$ cat config.mk
export PLATFORM = sky130hd
export DESIGN_NAME = alarm_controller
export DESIGN_NICKNAME = d
export VERILOG_FILES = /design/src/rtl/alarm_controller.sv
export SDC_FILE = /design/constraint.sdc
export NUM_CORES = 1
export LEC_CHECK = 0
export CAP_MARGIN = 20
export CORE_MARGIN = 2
export CORE_UTILIZATION = 50
export CTS_BUF_LIST = sky130_fd_sc_hd__clkbuf_4 sky130_fd_sc_hd__clkbuf_8
export DETAILED_ROUTE_END_ITERATION = 10
export HOLD_SLACK_MARGIN = 0.15
export PLACE_DENSITY_LB_ADDON = 0.05
export SYNTH_ARGS = -nofsm -noshare
export SYNTH_HDL_FRONTEND = slang
export SYNTH_SLANG_ARGS = --single-unit
$ cat constraint.sdc
create_clock -name uclock -period 3 [get_ports uclock]
set_input_delay 0.9 -clock uclock [delete_from_list [all_inputs] [get_ports uclock]]
set_output_delay 0.9 -clock uclock [all_outputs]
set_load 0.03 [all_outputs]
$ cat src/rtl/alarm_controller.sv
// Wristwatch alarm sequencer: detects the alarm minute and walks the
// armed -> ringing -> snooze machine with auto-off and a 1 s beep pattern.
module alarm_controller #(
  parameter int SNOOZE_MIN     = 5,
  parameter int RING_TIMEOUT_S = 60
) (
  input  logic       uclock,
  input  logic       reset,
  input  logic       tick_1hz,
  input  logic [3:0] cur0,
  input  logic [3:0] cur1,
  input  logic [3:0] cur2,
  input  logic [3:0] cur3,
  input  logic [3:0] alm0,
  input  logic [3:0] alm1,
  input  logic [3:0] alm2,
  input  logic [3:0] alm3,
  input  logic       alarm_en,
  input  logic       btn_stop,
  input  logic       btn_snooze,
  output logic [1:0] state,
  output logic       ringing,
  output logic       snoozing,
  output logic       buzzer
);

  localparam logic [1:0] S_IDLE    = 2'd0;
  localparam logic [1:0] S_ARMED   = 2'd1;
  localparam logic [1:0] S_RINGING = 2'd2;
  localparam logic [1:0] S_SNOOZE  = 2'd3;

  localparam logic [7:0]  RING_LAST = 8'(RING_TIMEOUT_S - 1);
  localparam logic [12:0] SNZ_LOAD  = 13'(SNOOZE_MIN * 60);

  logic [1:0]  state_q, state_d;
  logic [7:0]  ring_cnt_q, ring_cnt_d;
  logic [12:0] snz_cnt_q, snz_cnt_d;
  logic        beep_q, beep_d;
  logic        match_q, stop_q, snz_q;
  logic        ringing_q, snoozing_q, buzzer_q;

  logic match, trigger, stop_p, snz_p;

  assign match   = (cur0 == alm0) && (cur1 == alm1) && (cur2 == alm2) && (cur3 == alm3);
  assign trigger = match & ~match_q;
  assign stop_p  = btn_stop & ~stop_q;
  assign snz_p   = btn_snooze & ~snz_q;

  // Priority: disable > stop > timeout/expiry > snooze.
  always_comb begin
    state_d    = state_q;
    ring_cnt_d = ring_cnt_q;
    snz_cnt_d  = snz_cnt_q;
    beep_d     = beep_q;
    if (!alarm_en) begin
      state_d    = S_IDLE;
      ring_cnt_d = '0;
      snz_cnt_d  = '0;
      beep_d     = 1'b0;
    end else begin
      case (state_q)
        S_IDLE: state_d = S_ARMED;
        S_ARMED: begin
          if (trigger) begin
            state_d    = S_RINGING;
            ring_cnt_d = '0;
            beep_d     = 1'b1;
          end
        end
        S_RINGING: begin
          if (stop_p) begin
            state_d = S_ARMED;
          end else if (tick_1hz && ring_cnt_q == RING_LAST) begin
            state_d = S_ARMED;
          end else if (snz_p) begin
            state_d   = S_SNOOZE;
            snz_cnt_d = SNZ_LOAD;
          end else if (tick_1hz) begin
            ring_cnt_d = ring_cnt_q + 8'd1;
            beep_d     = ~beep_q;
          end
        end
        S_SNOOZE: begin
          if (stop_p) begin
            state_d = S_ARMED;
          end else if (tick_1hz && snz_cnt_q == 13'd1) begin
            state_d    = S_RINGING;
            ring_cnt_d = '0;
            beep_d     = 1'b1;
          end else if (tick_1hz) begin
            snz_cnt_d = snz_cnt_q - 13'd1;
          end
        end
        default: state_d = S_IDLE;
      endcase
    end
  end

  // Output flags are decoded from the next state so they stay aligned with state_q.
  always_ff @(posedge uclock) begin
    if (reset) begin
      state_q    <= S_IDLE;
      ring_cnt_q <= '0;
      snz_cnt_q  <= '0;
      beep_q     <= 1'b0;
      match_q    <= 1'b0;
      stop_q     <= 1'b0;
      snz_q      <= 1'b0;
      ringing_q  <= 1'b0;
      snoozing_q <= 1'b0;
      buzzer_q   <= 1'b0;
    end else begin
      state_q    <= state_d;
      ring_cnt_q <= ring_cnt_d;
      snz_cnt_q  <= snz_cnt_d;
      beep_q     <= beep_d;
      match_q    <= match;
      stop_q     <= btn_stop;
      snz_q      <= btn_snooze;
      ringing_q  <= (state_d == S_RINGING);
      snoozing_q <= (state_d == S_SNOOZE);
      buzzer_q   <= (state_d == S_RINGING) & beep_d;
    end
  end

  assign state    = state_q;
  assign ringing  = ringing_q;
  assign snoozing = snoozing_q;
  assign buzzer   = buzzer_q;

endmodule

* After elaboration in Yosys (flattened, before gate mapping) *
Cells that the tools add are included.
Widths: inputs -> output; s select.

operators by class
  mux-type cells = 32
  add/sub/neg operators = 2
  equality and inequality tests = 21
  reduce and logical (&&, ||, !) cells = 11
  bitwise gates (word level) = 9

operators by type and width
  cell                   number
  $mux 13                6
  $mux 8                 7
  $pmux 13 s2            1
  $pmux 8 s3             1
  $ne 2x2->1 const B     10
  $eq 4x4->1             4
  $mux 2                 7
  $eq 13x1->1 const B    1
  $sub 13x1->13 const B  1
  $add 8x1->8 const B    1
  $eq 2x2->1 const B     4
  $eq 8x6->1 const B     1
  $mux 1                 8
  $pmux 2 s4             1
  $reduce_and 8->1       1
  $reduce_and 7->1       1
  $logic_and 1x1->1      5
  $not 1->1              5
  $and 1x1->1            4
  $pmux 1 s3             1
  $reduce_bool 3->1      1
  $eq 2x1->1 const B     1
  $logic_not 2->1        1
  $reduce_bool 2->1      1
  $reduce_or 2->1        1

storage, ports and cells
  output and inout port bits = 5
  register bits after elaboration = 30

* Depth between registers and ports, before layout *
  word-level depth = 10
  gate-level depth with buffers = 8

* Worst setup path before layout *
No wires, ideal clock.

  kind = input port to flip-flop
  start = input port alm2[1]
  end = register ring_cnt_q[4]
  path buffers = 0
  library setup time = 117 ps
  arrival = 2404 ps
  path slack = 478 ps
  stages on the path = 6
  data required time = 2883 ps
  cells stage by stage = xor2_1 > nor4_1 > nand4_1 > a311o_1 > or3_1 > a32o_1

on the way
  longest elaborated chain between the ends = 6

RTL lines
  what                               line  text
  start: declaration                 16    input logic [3:0] alm2,
  $eq 4x4->1                         44    assign match = (cur0 == alm0) && (cur1 == alm1) && (cur2 == alm2) && (cur3 == alm3);
  $logic_and 1x1->1 (2 in a row)     44
  $and 1x1->1                        45    assign trigger = match & ~match_q;
  $ne 2x2->1 (no source line)        --
  $reduce_and 8->1 (no source line)  --
  end signal: assignment             114   ring_cnt_q <= ring_cnt_d;
  end: declaration                   36    logic [7:0] ring_cnt_q, ring_cnt_d;

No other way between the ends.
A chain may end at the register's enable or synchronous reset.

* Worst setup path after layout *
  start = input port alm1[2]
  end = register ring_cnt_q[4]

on the way
  longest elaborated chain between the ends = 7

RTL lines
  what                               line  text
  start: declaration                 15    input logic [3:0] alm1,
  $eq 4x4->1                         44
  $logic_and 1x1->1 (3 in a row)     44
  $and 1x1->1                        45
  $ne 2x2->1 (no source line)        --
  $reduce_and 8->1 (no source line)  --

No other way between the ends.

==> flow_summary.json <==
{
  "status": "finished clean",
  "synth_cell_types": 39,
  "synth_top_family_by_area": "simple AND/OR/NAND/NOR gates",
  "yosys.area_share.simple": 0.309,
  "reg2reg_depth": 6,
  "p_per_area_nw_per_um2": 335,
  "grt_pass1_wl_mm": 7.17,
  "cts_tree": "built",
  "fmaxAchievable_mhz": 356,
  "synthAdderAreaFrac": 0.0222,
  "syn-num-nets": 253,
  "cts-resized-gates": 0,
  "io_pins": 43,
  "cts_sinks": 30,
  "placed_cells": 304,
  "drive_above_1_share": 0.0827,
  "relSlewSlack": 0.563,
  "stdcell_count": 312,
  "synthMuxAreaShare": 0.0118,
  "synth-seq-cells": 30,
  "worstMarginPinSlew_ns": 0.649,
  "end_kind": "register",
  "gp_congestion": 0.827,
  "dr.pass1.iters": 4,
  "synth_compound_area_frac": 0.144,
  "antenna_found_initial": 0,
  "finalSetupViolCount": 0,
  "final_common_cell": "clkdlybuf4s50_1",
  "worstPathArrival_ns": 3.03,
  "synth_top_area_share": 0.355,
  "vias": 1667,
  "power_frac_clock": 0.338,
  "syn-mean-instance-area_sq_um": 7.97,
  "seq_area_frac_synth": 0.355,
  "synthCells": 212,
  "clock_latency_ns": 0.32,
  "area_growth_pct": 35.2,
  "fin_util": 0.696,
  "wl_mm": 3.90,
  "worstSetupPathType": "in2reg",
  "drtAntennaViolNets": 0,
  "die-area_sq_um": 3860,
  "die_x_um": 62.1,
  "pwr-share-comb": 0.134,
  "ys_warn_count": 0,
  "start_util": 0.515,
  "layout.nets": 306,
  "ys_top_cells_by_area": "dfxtp_1 36%, xor2_1 12%, nor2_1 5.6%",
  "min-delay-start": "ring_cnt_q[1]",
  "cap_violations": 0,
  "drt_drc_violations_left": 0,
  "pwr-share-seq": 0.527,
  "hold_depth": 2,
  "grt_use_total": 0.228,
  "tns_ns": 0,
  "ir_drop_uv": 307,
  "grt_overflow": 0,
  "core-area_sq_um": 3280,
  "power.switching_uw": 177,
  "htreeDepth": 2,
  "port_buffers": 42,
  "clk_pin_slew_ns": 0.09,
  "yosys.area.top_type": "dfxtp_1",
  "p_sw_frac": 0.232,
  "finalHoldViolCount": 0,
  "vias_per_cell": 5.34,
  "r2r-start": "snz_cnt_q[4]",
  "synth_xor_area_frac": 0.124,
  "fillers": 284,
  "p_leak_nw": 0.861,
  "post_cts_buffers": 0,
  "drt-wirelength-per-cell_um": 12.5,
  "cp-startpoint": "alm1[2]",
  "post-route-min-period_ns": 2.81,
  "synthesis.area_sq_um": 1690,
  "hpwl_mm": 3.12,
  "clk_path_buf_depth": 2,
  "crit_required_ns": 3.22,
  "final_cell_mix": "42 x clkdlybuf4s50_1, 30 x dfxtp_1, 25 x nor2_1, 24 x xor2_1, 20 x nand2_1",
  "min_period_over_period": 0.936,
  "p_int_uw": 587,
  "diodes": 0,
  "cts_made_buffers": 5,
  "drt_iter0_markers": 89,
  "worst_clock_skew_ns": 0.00237,
  "drv_slew": 0,
  "grt_max_degree": 14,
  "die_h_um": 62.1,
  "path_max_fanout": 3,
  "rsz0062_at_grt": "false",
  "cts_root_buf": "clkbuf_4",
  "row_count": 21,
  "grt_pass1_vias": 1727,
  "hold_class": "reg2reg",
  "critPathLaunchType": "input pin",
  "cts_hold_buf": 0
}
-- flip-flops by register name, indices dropped and copies added, names as in the netlist --
register    count
buzzer          1
snz_q           1
state           2
snoozing        1
stop_q          1
beep_q          1
ring_cnt_q      8
ringing         1
snz_cnt_q      13
match_q         1
-- worst paths after layout --
kind | to | slack [ns]
min | ring_cnt_q[1] | 0.48
max reg2reg | ring_cnt_q[4] | 0.73
min reg2reg | ring_cnt_q[1] | 0.48
max | ring_cnt_q[4] | 0.19
-- layout make-up --
class / count / area [sq um] / share of cell area
timing repair buffer: 52 / 495 / 0.217
clock inverter: 1 / 5.00 / 0.00219
multi-input combinational: 167 / 1030 / 0.452
clock buffer: 7 / 58.8 / 0.0257
tap: 46 / 57.6 / 0.0252
sequential: 30 / 601 / 0.263
inverter: 9 / 33.8 / 0.0148
-- power groups by stage --
stage / Combinational, mW / Clock, mW / Sequential [mW]
finish: 0.103 / 0.259 / 0.403
floorplan: 0.0359 / 0 / 0.412
CTS: 0.104 / 0.268 / 0.403
global route: 0.112 / 0.286 / 0.404
detailed placement: 0.103 / 0 / 0.412
global placement: 0.102 / 0 / 0.412
-- synth_stat cells --
library cell and number:
a32o_1 1, clkbuf_1 6, nor2_4 1, o31ai_1 1
o21bai_1 1, dfxtp_1 30, and3_1 2, nor2b_1 6
and2_1 1, and3b_1 1, o311ai_0 1, o41ai_1 1
nand3b_1 1, or2_2 1, o211ai_1 1, o21ai_0 6
a21oi_1 9, nand2b_1 4, inv_1 9, nand4_1 8
nor3_1 3, nor2_1 25, or3_1 9, and4b_1 1
nand2_1 20, a21o_1 2, ha_1 3, a211oi_1 1
a31oi_2 1, or4_4 1, xor2_1 24, or4_1 1
nand3_1 10, a31oi_1 7, mux2i_1 2, a311o_1 1
o2111ai_1 2, nor4_1 6, o22ai_1 2
-- kinds of logic (layout without fill, tap and decap cells) --
kind of cell	after synthesis	count (layout)
adders and majority gates	3	3
buffers and inverters	15	69
AOI/OAI and AO/OA	37	37
muxes	2	2
xor gates and xnor gates	24	24
DFF	30	30
and+or+nand+nor	101	101
-- critical path: stages --
cell and delay [ns]:
clkdlybuf4s50_1 0.43, xor2_1 0.17, nor4_1 0.36, nand4_1 0.17
a311o_1 0.41, or3_1 0.38, a32o_1 0.21
-- through the flow --
stage                     worst slack (ns)  total power [mW]  hold slack [ns]  instance area, sq um
after floorplan                      0.478             0.448            0.445                  1690
after CTS                            0.173             0.775            0.489                  2280
after global routing                0.0992             0.803            0.527                  2280
after global placement              -0.134             0.515            0.468                  2220
after detailed placement            -0.190             0.515            0.475                  2220
final                                0.192             0.764            0.484                  2280
-- routing by layer --
layer | GRT usage | routed length, um | vias up
met1 | 0.270 | 1740 | 756
met3 | 0.0580 | 209 | 5
met5 | 0 | 0 | -
met4 | 0.0667 | 57 | 0
met2 | 0.406 | 1900 | 46
li1 | - | - | 860
No activity file was read; power rests on OpenSTA's default activity.
